`config.mk`:
```
export PLATFORM = sky130hd
export DESIGN_NAME = poly_addsub_ctrl_flat
export DESIGN_NICKNAME = d
export VERILOG_FILES = /design/src/rtl/poly_addsub_ctrl_pkg.sv /design/src/rtl/poly_addsub_ctrl_if.sv /design/src/rtl/poly_addsub_ctrl_mod_addsub_pipe.sv /design/src/rtl/poly_addsub_ctrl.sv /design/src/flat_wrapper.sv
export SDC_FILE = /design/constraint.sdc
export NUM_CORES = 1
export LEC_CHECK = 0
export CAP_MARGIN = 20
export CORE_MARGIN = 1
export CORE_UTILIZATION = 48
export CTS_BUF_LIST = sky130_fd_sc_hd__clkbuf_4 sky130_fd_sc_hd__clkbuf_8
export DETAILED_ROUTE_END_ITERATION = 10
export PLACE_DENSITY_LB_ADDON = 0.05
export SYNTH_ARGS = -nofsm -noshare
export SYNTH_HDL_FRONTEND = slang
export SYNTH_SLANG_ARGS = --single-unit
```
`constraint.sdc`:
```
create_clock -name clk -period 4.8 [get_ports clk]
set_input_delay 0.96 -clock clk [delete_from_list [all_inputs] [get_ports clk]]
set_output_delay 0.96 -clock clk [all_outputs]
set_load 0.02 [all_outputs]
```
`src/rtl/poly_addsub_ctrl_pkg.sv`:
```
`default_nettype none
// +----------------------------------------------------------------------------+
// | Module   : poly_addsub_ctrl_pkg                                            |
// | Purpose  : Shared constants and sequencer state encoding for the           |
// |            coefficient-wise polynomial add/sub controller. The top-level   |
// |            NTRU sequencer reuses the state type and modulus constants.     |
// | Contents : Q_MOD, COEF_W, N_DEF, ADDR_W_DEF, state_e                       |
// | Revision : 1.0 - initial release                                           |
// +----------------------------------------------------------------------------+
package poly_addsub_ctrl_pkg;

  // Modulus and coefficient width used across the NTRU datapath.
  localparam int unsigned Q_MOD      = 32'd12587009;
  localparam int unsigned COEF_W     = 24;

  // Default polynomial length and matching address width.
  localparam int unsigned N_DEF      = 1024;
  localparam int unsigned ADDR_W_DEF = 10;

  // Sequencer states.
  typedef enum logic [1:0] {
    IDLE  = 2'd0,
    RUN   = 2'd1,
    DRAIN = 2'd2,
    DONE  = 2'd3
  } state_e;

endpackage : poly_addsub_ctrl_pkg
`default_nettype wire

```
`src/rtl/poly_addsub_ctrl_if.sv`:
```
`default_nettype none
// +----------------------------------------------------------------------------+
// | Module   : poly_addsub_ctrl_if                                             |
// | Purpose  : Command, stall and coefficient-RAM bus of the polynomial        |
// |            add/sub sequencer.                                              |
// | Ports    : start/op/stall       - command and arbiter inputs to the ctrl   |
// |            busy/done            - status from the ctrl                     |
// |            rd_en/rd_addr        - shared read port of banks A and B        |
// |            rd_data_a/rd_data_b  - bank read data, one cycle after rd_en    |
// |            wr_en/wr_addr/wr_data- write port of bank C                     |
// | Modports : slave  - the sequencer                                          |
// |            master - the environment (host, arbiter and RAM banks)          |
// | Revision : 1.0 - initial release                                           |
// +----------------------------------------------------------------------------+
interface poly_addsub_ctrl_if
  import poly_addsub_ctrl_pkg::*;
#(
  parameter int unsigned ADDR_W = ADDR_W_DEF,
  parameter int unsigned W      = COEF_W
);

  logic              start;
  logic              op;
  logic              stall;
  logic              busy;
  logic              done;
  logic              rd_en;
  logic [ADDR_W-1:0] rd_addr;
  logic [W-1:0]      rd_data_a;
  logic [W-1:0]      rd_data_b;
  logic              wr_en;
  logic [ADDR_W-1:0] wr_addr;
  logic [W-1:0]      wr_data;

  modport slave (
    input  start, op, stall, rd_data_a, rd_data_b,
    output busy, done, rd_en, rd_addr, wr_en, wr_addr, wr_data
  );

  modport master (
    output start, op, stall, rd_data_a, rd_data_b,
    input  busy, done, rd_en, rd_addr, wr_en, wr_addr, wr_data
  );

endinterface : poly_addsub_ctrl_if
`default_nettype wire

```
`src/rtl/poly_addsub_ctrl_mod_addsub_pipe.sv`:
```
`default_nettype none
// +----------------------------------------------------------------------------+
// | Module   : mod_addsub_pipe                                                 |
// | Purpose  : Two-stage modular add/sub pipeline with valid tracking and a    |
// |            global hold enable.                                             |
// |            Stage 1 : the coefficient RAMs present a/b; this module keeps   |
// |                      the matching valid bit, op and address tag.           |
// |            Stage 2 : registered 25-bit s = a + b  or  a + (Q - b).         |
// |            Output  : s reduced into [0, Q-1] by one conditional subtract.  |
// | Ports    : clk, rst_n         - clock, async active-low reset              |
// |            en_i               - advance enable (low = hold everything)     |
// |            valid_i/op_i/tag_i - read issued this cycle, its op and address |
// |            a_i, b_i           - RAM data for the stage-1 entry             |
// |            s1_valid_o         - stage-1 occupancy                          |
// |            valid_o/tag_o      - stage-2 occupancy and its address          |
// |            result_o           - reduced result of the stage-2 entry        |
// | Revision : 1.0 - initial release                                           |
// +----------------------------------------------------------------------------+
module mod_addsub_pipe
  import poly_addsub_ctrl_pkg::*;
#(
  parameter int unsigned W     = COEF_W,
  parameter int unsigned Q     = Q_MOD,
  parameter int unsigned TAG_W = ADDR_W_DEF
) (
  input  logic             clk,
  input  logic             rst_n,
  input  logic             en_i,
  input  logic             valid_i,
  input  logic             op_i,
  input  logic [TAG_W-1:0] tag_i,
  input  logic [W-1:0]     a_i,
  input  logic [W-1:0]     b_i,
  output logic             s1_valid_o,
  output logic             valid_o,
  output logic [TAG_W-1:0] tag_o,
  output logic [W-1:0]     result_o
);

  localparam logic [W:0] C_Q = (W+1)'(Q);

  // Stage 1: the data register itself lives in the RAM output; only the
  // sideband travelling with it is held here.
  logic             v1_q;
  logic             op1_q;
  logic [TAG_W-1:0] tag1_q;

  // Stage 2: unreduced sum plus its address.
  logic             v2_q;
  logic [TAG_W-1:0] tag2_q;
  logic [W:0]       s_q;

  logic [W:0] w_b_ext;
  logic [W:0] w_neg_b;
  logic [W:0] w_s_d;
  logic       w_ge_q;

  // Subtraction is folded into an addition of the additive inverse. b == 0
  // must map to 0 rather than Q so that s stays below 2Q.
  assign w_b_ext = {1'b0, b_i};
  assign w_neg_b = (b_i == '0) ? '0 : (C_Q - w_b_ext);
  assign w_s_d   = {1'b0, a_i} + (op1_q ? w_neg_b : w_b_ext);

  always_ff @(posedge clk or negedge rst_n) begin
    if (!rst_n) begin
      v1_q   <= 1'b0;
      op1_q  <= 1'b0;
      tag1_q <= '0;
      v2_q   <= 1'b0;
      tag2_q <= '0;
      s_q    <= '0;
    end else if (en_i) begin
      v1_q <= valid_i;
      if (valid_i) begin
        op1_q  <= op_i;
        tag1_q <= tag_i;
      end
      v2_q <= v1_q;
      if (v1_q) begin
        s_q    <= w_s_d;
        tag2_q <= tag1_q;
      end
    end
  end

  // s < 2Q, so a single conditional subtract lands in [0, Q-1] and the
  // result always fits in W bits.
  assign w_ge_q     = (s_q >= C_Q);
  assign result_o   = W'(s_q - (w_ge_q ? C_Q : '0));
  assign s1_valid_o = v1_q;
  assign valid_o    = v2_q;
  assign tag_o      = tag2_q;

endmodule : mod_addsub_pipe
`default_nettype wire

```
`src/rtl/poly_addsub_ctrl.sv`:
```
`default_nettype none
// +----------------------------------------------------------------------------+
// | Module   : poly_addsub_ctrl                                                |
// | Purpose  : Sequencer for C = A + B mod Q or C = A - B mod Q over N-entry   |
// |            coefficient banks. Sweeps addresses 0..N-1 reading A and B in   |
// |            lockstep, streams pairs through mod_addsub_pipe and writes each |
// |            result to bank C at the same address.                           |
// | Ports    : clk   - system clock                                            |
// |            rst_n - asynchronous active-low reset                           |
// |            bus   - poly_addsub_ctrl_if.slave (command, status, RAM ports)  |
// | Revision : 1.0 - initial release                                           |
// +----------------------------------------------------------------------------+
module poly_addsub_ctrl
  import poly_addsub_ctrl_pkg::*;
#(
  parameter int unsigned N      = N_DEF,
  parameter int unsigned ADDR_W = ADDR_W_DEF,
  parameter int unsigned W      = COEF_W,
  parameter int unsigned Q      = Q_MOD
) (
  input  logic                clk,
  input  logic                rst_n,
  poly_addsub_ctrl_if.slave   bus
);

  localparam logic [ADDR_W-1:0] C_LAST = ADDR_W'(N - 1);

  state_e            state_q, state_d;
  logic [ADDR_W-1:0] cnt_q, cnt_d;
  logic              op_q, op_d;

  logic              w_adv;
  logic              w_rd_en;
  logic              w_s1_valid;
  logic              w_s2_valid;
  logic [ADDR_W-1:0] w_wr_addr;
  logic [W-1:0]      w_wr_data;

  // The arbiter stall freezes the whole datapath; it only matters while
  // reads or writes are in flight (RUN, DRAIN).
  assign w_adv = !bus.stall;

  // ---------------------------------------------------------------------------
  // State register
  // ---------------------------------------------------------------------------
  always_ff @(posedge clk or negedge rst_n) begin
    if (!rst_n) begin
      state_q <= IDLE;
      cnt_q   <= '0;
      op_q    <= 1'b0;
    end else begin
      state_q <= state_d;
      cnt_q   <= cnt_d;
      op_q    <= op_d;
    end
  end

  // ---------------------------------------------------------------------------
  // Next-state and read issue
  // ---------------------------------------------------------------------------
  always_comb begin
    state_d = state_q;
    cnt_d   = cnt_q;
    op_d    = op_q;
    w_rd_en = 1'b0;

    case (state_q)
      IDLE: begin
        cnt_d = '0;
        if (bus.start) begin
          op_d    = bus.op;
          state_d = RUN;
        end
      end

      RUN: begin
        if (w_adv) begin
          w_rd_en = 1'b1;
          // Wraps back to 0 after N-1, leaving the counter ready for the
          // next run.
          cnt_d   = cnt_q + ADDR_W'(1);
          if (cnt_q == C_LAST) begin
            state_d = DRAIN;
          end
        end
      end

      DRAIN: begin
        // Leave once both valid bits will be clear after this edge: with
        // stage 1 empty and the pipe advancing, the stage-2 entry is
        // written in this very cycle.
        if ((w_adv && !w_s1_valid) || (!w_s1_valid && !w_s2_valid)) begin
          state_d = DONE;
        end
      end

      DONE: begin
        state_d = IDLE;
      end

      default: begin
        state_d = IDLE;
      end
    endcase
  end

  // ---------------------------------------------------------------------------
  // Datapath
  // ---------------------------------------------------------------------------
  mod_addsub_pipe #(
    .W     (W),
    .Q     (Q),
    .TAG_W (ADDR_W)
  ) u_pipe (
    .clk        (clk),
    .rst_n      (rst_n),
    .en_i       (w_adv),
    .valid_i    (w_rd_en),
    .op_i       (op_q),
    .tag_i      (cnt_q),
    .a_i        (bus.rd_data_a),
    .b_i        (bus.rd_data_b),
    .s1_valid_o (w_s1_valid),
    .valid_o    (w_s2_valid),
    .tag_o      (w_wr_addr),
    .result_o   (w_wr_data)
  );

  // ---------------------------------------------------------------------------
  // Outputs
  // ---------------------------------------------------------------------------
  assign bus.busy    = (state_q != IDLE);
  assign bus.done    = (state_q == DONE);
  assign bus.rd_en   = w_rd_en;
  assign bus.rd_addr = cnt_q;
  assign bus.wr_en   = w_s2_valid && w_adv;
  assign bus.wr_addr = w_wr_addr;
  assign bus.wr_data = w_wr_data;

endmodule : poly_addsub_ctrl
`default_nettype wire
```
`src/flat_wrapper.sv`:
```
// flat-port wrapper written by rule: the top's interface ports become plain ports
module poly_addsub_ctrl_flat import poly_addsub_ctrl_pkg::*;
#(
  parameter int unsigned N      = N_DEF,
  parameter int unsigned ADDR_W = ADDR_W_DEF,
  parameter int unsigned W      = COEF_W,
  parameter int unsigned Q      = Q_MOD
)
  (clk, rst_n, bus_start, bus_op, bus_stall, bus_rd_data_a, bus_rd_data_b, bus_busy, bus_done, bus_rd_en, bus_rd_addr, bus_wr_en, bus_wr_addr, bus_wr_data);
  poly_addsub_ctrl_if #(.ADDR_W(ADDR_W), .W(W)) bus_i ();
  input  logic clk;
  input  logic rst_n;
  input wire logic [$bits(bus_i.start)-1:0] bus_start;
  input wire logic [$bits(bus_i.op)-1:0] bus_op;
  input wire logic [$bits(bus_i.stall)-1:0] bus_stall;
  input wire logic [$bits(bus_i.rd_data_a)-1:0] bus_rd_data_a;
  input wire logic [$bits(bus_i.rd_data_b)-1:0] bus_rd_data_b;
  output wire logic [$bits(bus_i.busy)-1:0] bus_busy;
  output wire logic [$bits(bus_i.done)-1:0] bus_done;
  output wire logic [$bits(bus_i.rd_en)-1:0] bus_rd_en;
  output wire logic [$bits(bus_i.rd_addr)-1:0] bus_rd_addr;
  output wire logic [$bits(bus_i.wr_en)-1:0] bus_wr_en;
  output wire logic [$bits(bus_i.wr_addr)-1:0] bus_wr_addr;
  output wire logic [$bits(bus_i.wr_data)-1:0] bus_wr_data;
  assign bus_i.start = bus_start;
  assign bus_i.op = bus_op;
  assign bus_i.stall = bus_stall;
  assign bus_i.rd_data_a = bus_rd_data_a;
  assign bus_i.rd_data_b = bus_rd_data_b;
  assign bus_busy = bus_i.busy;
  assign bus_done = bus_i.done;
  assign bus_rd_en = bus_i.rd_en;
  assign bus_rd_addr = bus_i.rd_addr;
  assign bus_wr_en = bus_i.wr_en;
  assign bus_wr_addr = bus_i.wr_addr;
  assign bus_wr_data = bus_i.wr_data;
  poly_addsub_ctrl #(.N(N), .ADDR_W(ADDR_W), .W(W), .Q(Q)) u_core (.clk(clk), .rst_n(rst_n), .bus(bus_i));
endmodule
```
Word level (Yosys, flattened, before mapping)
Index checks and enable logic that the tools add are counted.
- logic and storage cells: 51
- register bits after elaboration: 61
- bitwise logic cells: 1
- multiplexer cells: 12
- $add $sub $neg: 4
- magnitude comparators: 1
- reductions and logical operators: 16
- equality and inequality tests: 8
- operator list (cell ; number):
    $mux 25 ; 2
    $add 24x25->25 ; 1
    $ge 25x24->1 const B ; 1
    $sub 24x24->25 const A ; 1
    $logic_not 24->1 ; 1
    $mux 24 ; 1
    $sub 24x24->24 ; 1
    $pmux 10 s2 ; 1
    $add 10x1->10 const B ; 1
    $eq 10x10->1 const B ; 1
    $mux 10 ; 1
    $mux 2 ; 4
    $pmux 2 s4 ; 1
    $reduce_and 2->1 ; 4
    $eq 2x2->1 const B ; 2
    $ne 2x1->1 const B ; 2
    $ne 2x2->1 const B ; 2
    $reduce_and 4->1 ; 1
    $reduce_bool 2->1 ; 2
    $logic_and 1x1->1 ; 3
    $logic_not 1->1 ; 3
    $eq 2x1->1 const B ; 1
    $logic_not 2->1 ; 1
    $mux 1 ; 2
    other kinds (2) ; 2

Longest topological paths before layout
- word-level depth: 5
- mapped depth: 17
- depth with buffers taken out: 16

Cells and area by module
Synthesis repeated with hierarchy kept, for this count alone.
- cells, all modules: 581
- area total of the unflattened synthesis: 4844.6 sq um
- modules (own cells, without submodules) (module ; cells an instance ; area an instance (sq um) ; times used):
    mod_addsub_pipe ; 506 ; 4102.7 ; 1
    poly_addsub_ctrl ; 75 ; 742.0 ; 1

Least setup slack after synthesis
No wires, ideal clock.
- path kind: register -> output
- start point: reg u_core.u_pipe.s_q[18]
- end point: out bus_wr_data[23]
- cell stages (with the launch flop): 14
- required time: 3.840 ns
- arrival: 3.881 ns
- slack: -0.041 ns
- buffers on the path: 0
- cells stage by stage: dfrtp_1 -> or3_2 -> or4_1 -> nor4_1 -> a21oi_1 -> or2_2 -> inv_1 -> ha_1 -> or2_2 -> o31a_1 -> or3_4 -> or3_4 -> a21oi_2 -> xor2_1
- cells in the longest elaborated chain, start to end: 3
- RTL lines (what ; RTL line ; text):
    start: declaration ; poly_addsub_ctrl_mod_addsub_pipe.sv:51 ; logic [W:0] s_q;
    start signal: assignment ; poly_addsub_ctrl_mod_addsub_pipe.sv:80 ; s_q <= w_s_d;
    $ge 25x24->1 ; poly_addsub_ctrl_mod_addsub_pipe.sv:88 ; assign w_ge_q = (s_q >= C_Q);
    $mux 24 ; poly_addsub_ctrl_mod_addsub_pipe.sv:89 ; assign result_o = W'(s_q - (w_ge_q ? C_Q : '0));
    $sub 24x24->24 (*) ; poly_addsub_ctrl_mod_addsub_pipe.sv:89 ;
    end: declaration ; flat_wrapper.sv:24 ; output wire logic [$bits(bus_i.wr_data)-1:0] bus_wr_data;
Every way passes the cells marked *; elsewhere a longest branch is shown, timed or not.

Final worst setup path
- start point: reg u_core.u_pipe.s_q[6]
- end point: out bus_wr_data[23]
Same word-level chain as after synthesis.

==> metrics.txt <==
max_cap viols=0; Core ar.=around 9800 sq um; Area Growth Syn to Fin=52.07%; Startpoint Class=flip-flop; final setup violating endpoints=5; initial antenna violation count=0; clock-pin slew on the worst setup and hold paths=0.07 ns; drt drc=0; final worst slack=-0.2004 ns; GRT Overall Usage=0.2828; vias per cell=~5.4; DRT Wirelength=between 10000 and 15000 um; # port buffers=100; # hold bufs at CTS=0; Nets=a little over 900; Clock Skew=0.01987 ns; CTS tree=done; met2 global-route usage=0.4538; grt met3 use=0.03694; Antenna Cells=0; max_slew headroom=0.4798; clk root buf=clkbuf_8; CTS H-tree depth=3; syn_nets=~700; Fillers=between 700 and 800; remaining antenna violation count=0; outcome=finished with violations; Iter 0 DRT Violations=between 200 and 300; CTS buffer count=9; ratio of cells with drive above 1 in the final layout=0.2611; largest net degree at the start of global routing=slightly above 60; Worst Setup End Kind=output port; unrepaired setup endpoints after global routing=yes; most frequent cell after synthesis=nand2_1; Post-synth top flop=dfrtp_1; placed cell count=slightly above 900; Pre-Repair DR Iteration Count=5; syn_area_per_cell=roughly 8 sq um; die span in x=102.3 um; clk_lat worst skew=approximately 0.36 ns; first-pass GRT wire length=approximately 23000 um; Starting Density=0.4939; reg-to-reg slack, setup=between 1 and 1.5 ns; Final Non-Filler Cells=between 900 and 1000; Netlist cell types=55; routed vias=just over 5000; Yosys reg bits=61; Post-synth EDFFs=0; number of global-route vias before repair=about 5000; Power Density=327.2 nW/um^2; synth cell count leaders=nand2_1 (137), dfrtp_1 (61), o21ai_0 (58); Worst Path Arrival=around 4.0 ns; Mapped Cells=around 610; synthesized area=between 4000 and 5000 sq um; Die Ht=102.3 um; fraction of registers with async set/reset=1.000; WP data required=~3.8 ns; Max FO, Critical Path=2; die area=approximately 10000 sq um; busiest grt layer=met2; failing checks=negative setup slack; Fmax=about 200 MHz; area leader, netlist=dfrtp_1; GR Util met1=0.4012; HPWL after DPL=roughly 11000 um; Peak VDD IR=0.2263 mV; TritonCTS Sinks=61; WS Path Type=reg2out; Hold Fails Final Rpt=0; period utilization=1.042; CTS max path bufs=2; top cell type's share of synthesized area=0.3162; DP Area=6764 sq um; boundary pin count=a little over 100; Lkg Pwr=roughly 3.5 nW; WL per Instance=about 15 um; synth warn=0; grt total ovfl=0; crit path time final=approximately 5 ns; top post-synthesis cells by area=dfrtp_1 (32%), nand2_1 (11%), ha_1 (8.8%), o21ai_0 (6.0%), xor2_1 (6.0%); post-route cell area=7341 sq um; Site Rows=36; Slew @ Worst Pin=~0.78 ns; GPL Wtd Cong=0.8939; Seq/Total Area, Yosys=0.3162; Slew Viols, Final=0; Worst Hold Class=reg2reg
## kinds of logic after synthesis
| group | share of synthesized area |
|---|---|
| buffers and inverters | 0.03681 |
| AND/OR/NAND/NOR | 0.2587 |
| AO/OA/AOI/OAI | 0.1755 |
| multiplexers | 0.01348 |
| XOR/XNOR | 0.1071 |
| adder cells (fa/ha/maj) | 0.09228 |
| flip-flops | 0.3162 |
## final timing paths
kind	from	cells past startpoint	endpoint
min	u_core.u_pipe.tag_o[5]	2	u_core.u_pipe.tag_o[5]
max in group asynchronous	rst_n	2	u_core.u_pipe.tag_o[5]
max reg2reg	u_core.u_pipe.op1_q	14	u_core.u_pipe.s_q[23]
min reg2reg	u_core.u_pipe.tag_o[5]	2	u_core.u_pipe.tag_o[5]
min in group asynchronous	rst_n	2	u_core.u_pipe.s_q[15]
max	u_core.u_pipe.s_q[6]	14	bus_wr_data[23]
## placed cells by master, fill, tap and decap left out, drive strengths merged, types with 4 or more instances in the layout
cell type      instances
or4                    7
a21o                   9
nand2                137
or3                    8
o31ai                  7
mux2                   4
nor2                  38
or2                    4
a31oi                  5
xnor2                 26
dfrtp                 61
inv                   23
nand3                 10
nand4                  9
xor2                  33
and3                   8
dlymetal6s2s           7
a21oi                 29
nor3b                  4
o21a                   4
o21ai                 58
clkdlybuf4s50         78
buf                  143
nand2b                 9
ha                    34
nor4                   4
nor3                  13
clkbuf                13
## layer usage
layer	up-vias	routed length [um]
met1	2439	7055
li1	2570	-
met5	-	0
met4	0	151
met3	14	722
met2	168	6646
## sequential cells by signal (all words and copies together) (netlist names)
signal,cells
u_core.bus.rd_addr,10
u_core.op_q,1
u_core.state_q,2
u_core.u_pipe.op1_q,1
u_core.u_pipe.s1_valid_o,1
u_core.u_pipe.s_q,25
u_core.u_pipe.tag1_q,10
u_core.u_pipe.tag_o,10
u_core.u_pipe.valid_o,1
## worst max-delay path: stages, from the launching register on
cell,delay (ns)
dfrtp_1,0.38
or4_4,0.54
or4_4,0.51
o21ai_2,0.15
a21oi_2,0.08
or2_4,0.25
inv_4,0.07
ha_4,0.19
or2_4,0.24
o31a_1,0.12
or3_4,0.34
or3_4,0.35
a21oi_4,0.18
xor2_2,0.16
buf_6,0.13
## layout make-up
type                    instances  area [sq um]  area share
flip-flops and latches         61          1526      0.2079
inverters                      21         81.33     0.01108
well taps                     133         166.4     0.02267
repair buffers                234          2002      0.2727
clock inverters                 7         73.82     0.01006
clock buffers                   9         123.9     0.01687
multi-input cells             503          3367      0.4587
## where the power goes
group | internal, mW | leakage [nW] | total [mW] | switching [mW]
Clock | 0.242 | 0.100 | 0.472 | 0.229
Sequential | 0.601 | 0.786 | 0.684 | 0.0823
Combinational | 0.622 | 2.62 | 1.25 | 0.625
Total | 1.47 | 3.51 | 2.40 | 0.936
## repair_timing
action / CTS / global route
hold endpoints to repair: 0 / 0
pin swaps: 8 / 19
endpoints found under the setup margin: 26 / 32
setup buffers: 14 / 6
gates cloned: 0 / 0
gates resized for setup: 65 / 61
## per-stage QoR
| stage | worst slack (ns) | util | hold WS [ns] | TNS, ns | total power [mW] |
|---|---|---|---|---|---|
| 3_5_place_dp | -0.5451 | 0.6920 | 0.4550 | -8.169 | 1.784 |
| 4_1_cts | -0.2387 | 0.7302 | 0.4754 | -0.2552 | 2.303 |
| 5_1_grt | -0.2625 | 0.7510 | 0.4943 | -0.9322 | 2.534 |
| 2_1_floorplan | 0.02791 | - | 0.4386 | 0 | 1.225 |
| 6_report | -0.2004 | 0.7510 | 0.4760 | -0.4066 | 2.402 |
| 3_3_place_gp | -0.4401 | 0.6920 | 0.4565 | -6.091 | 1.756 |
Note: power is estimated with default switching activity, not from simulation.
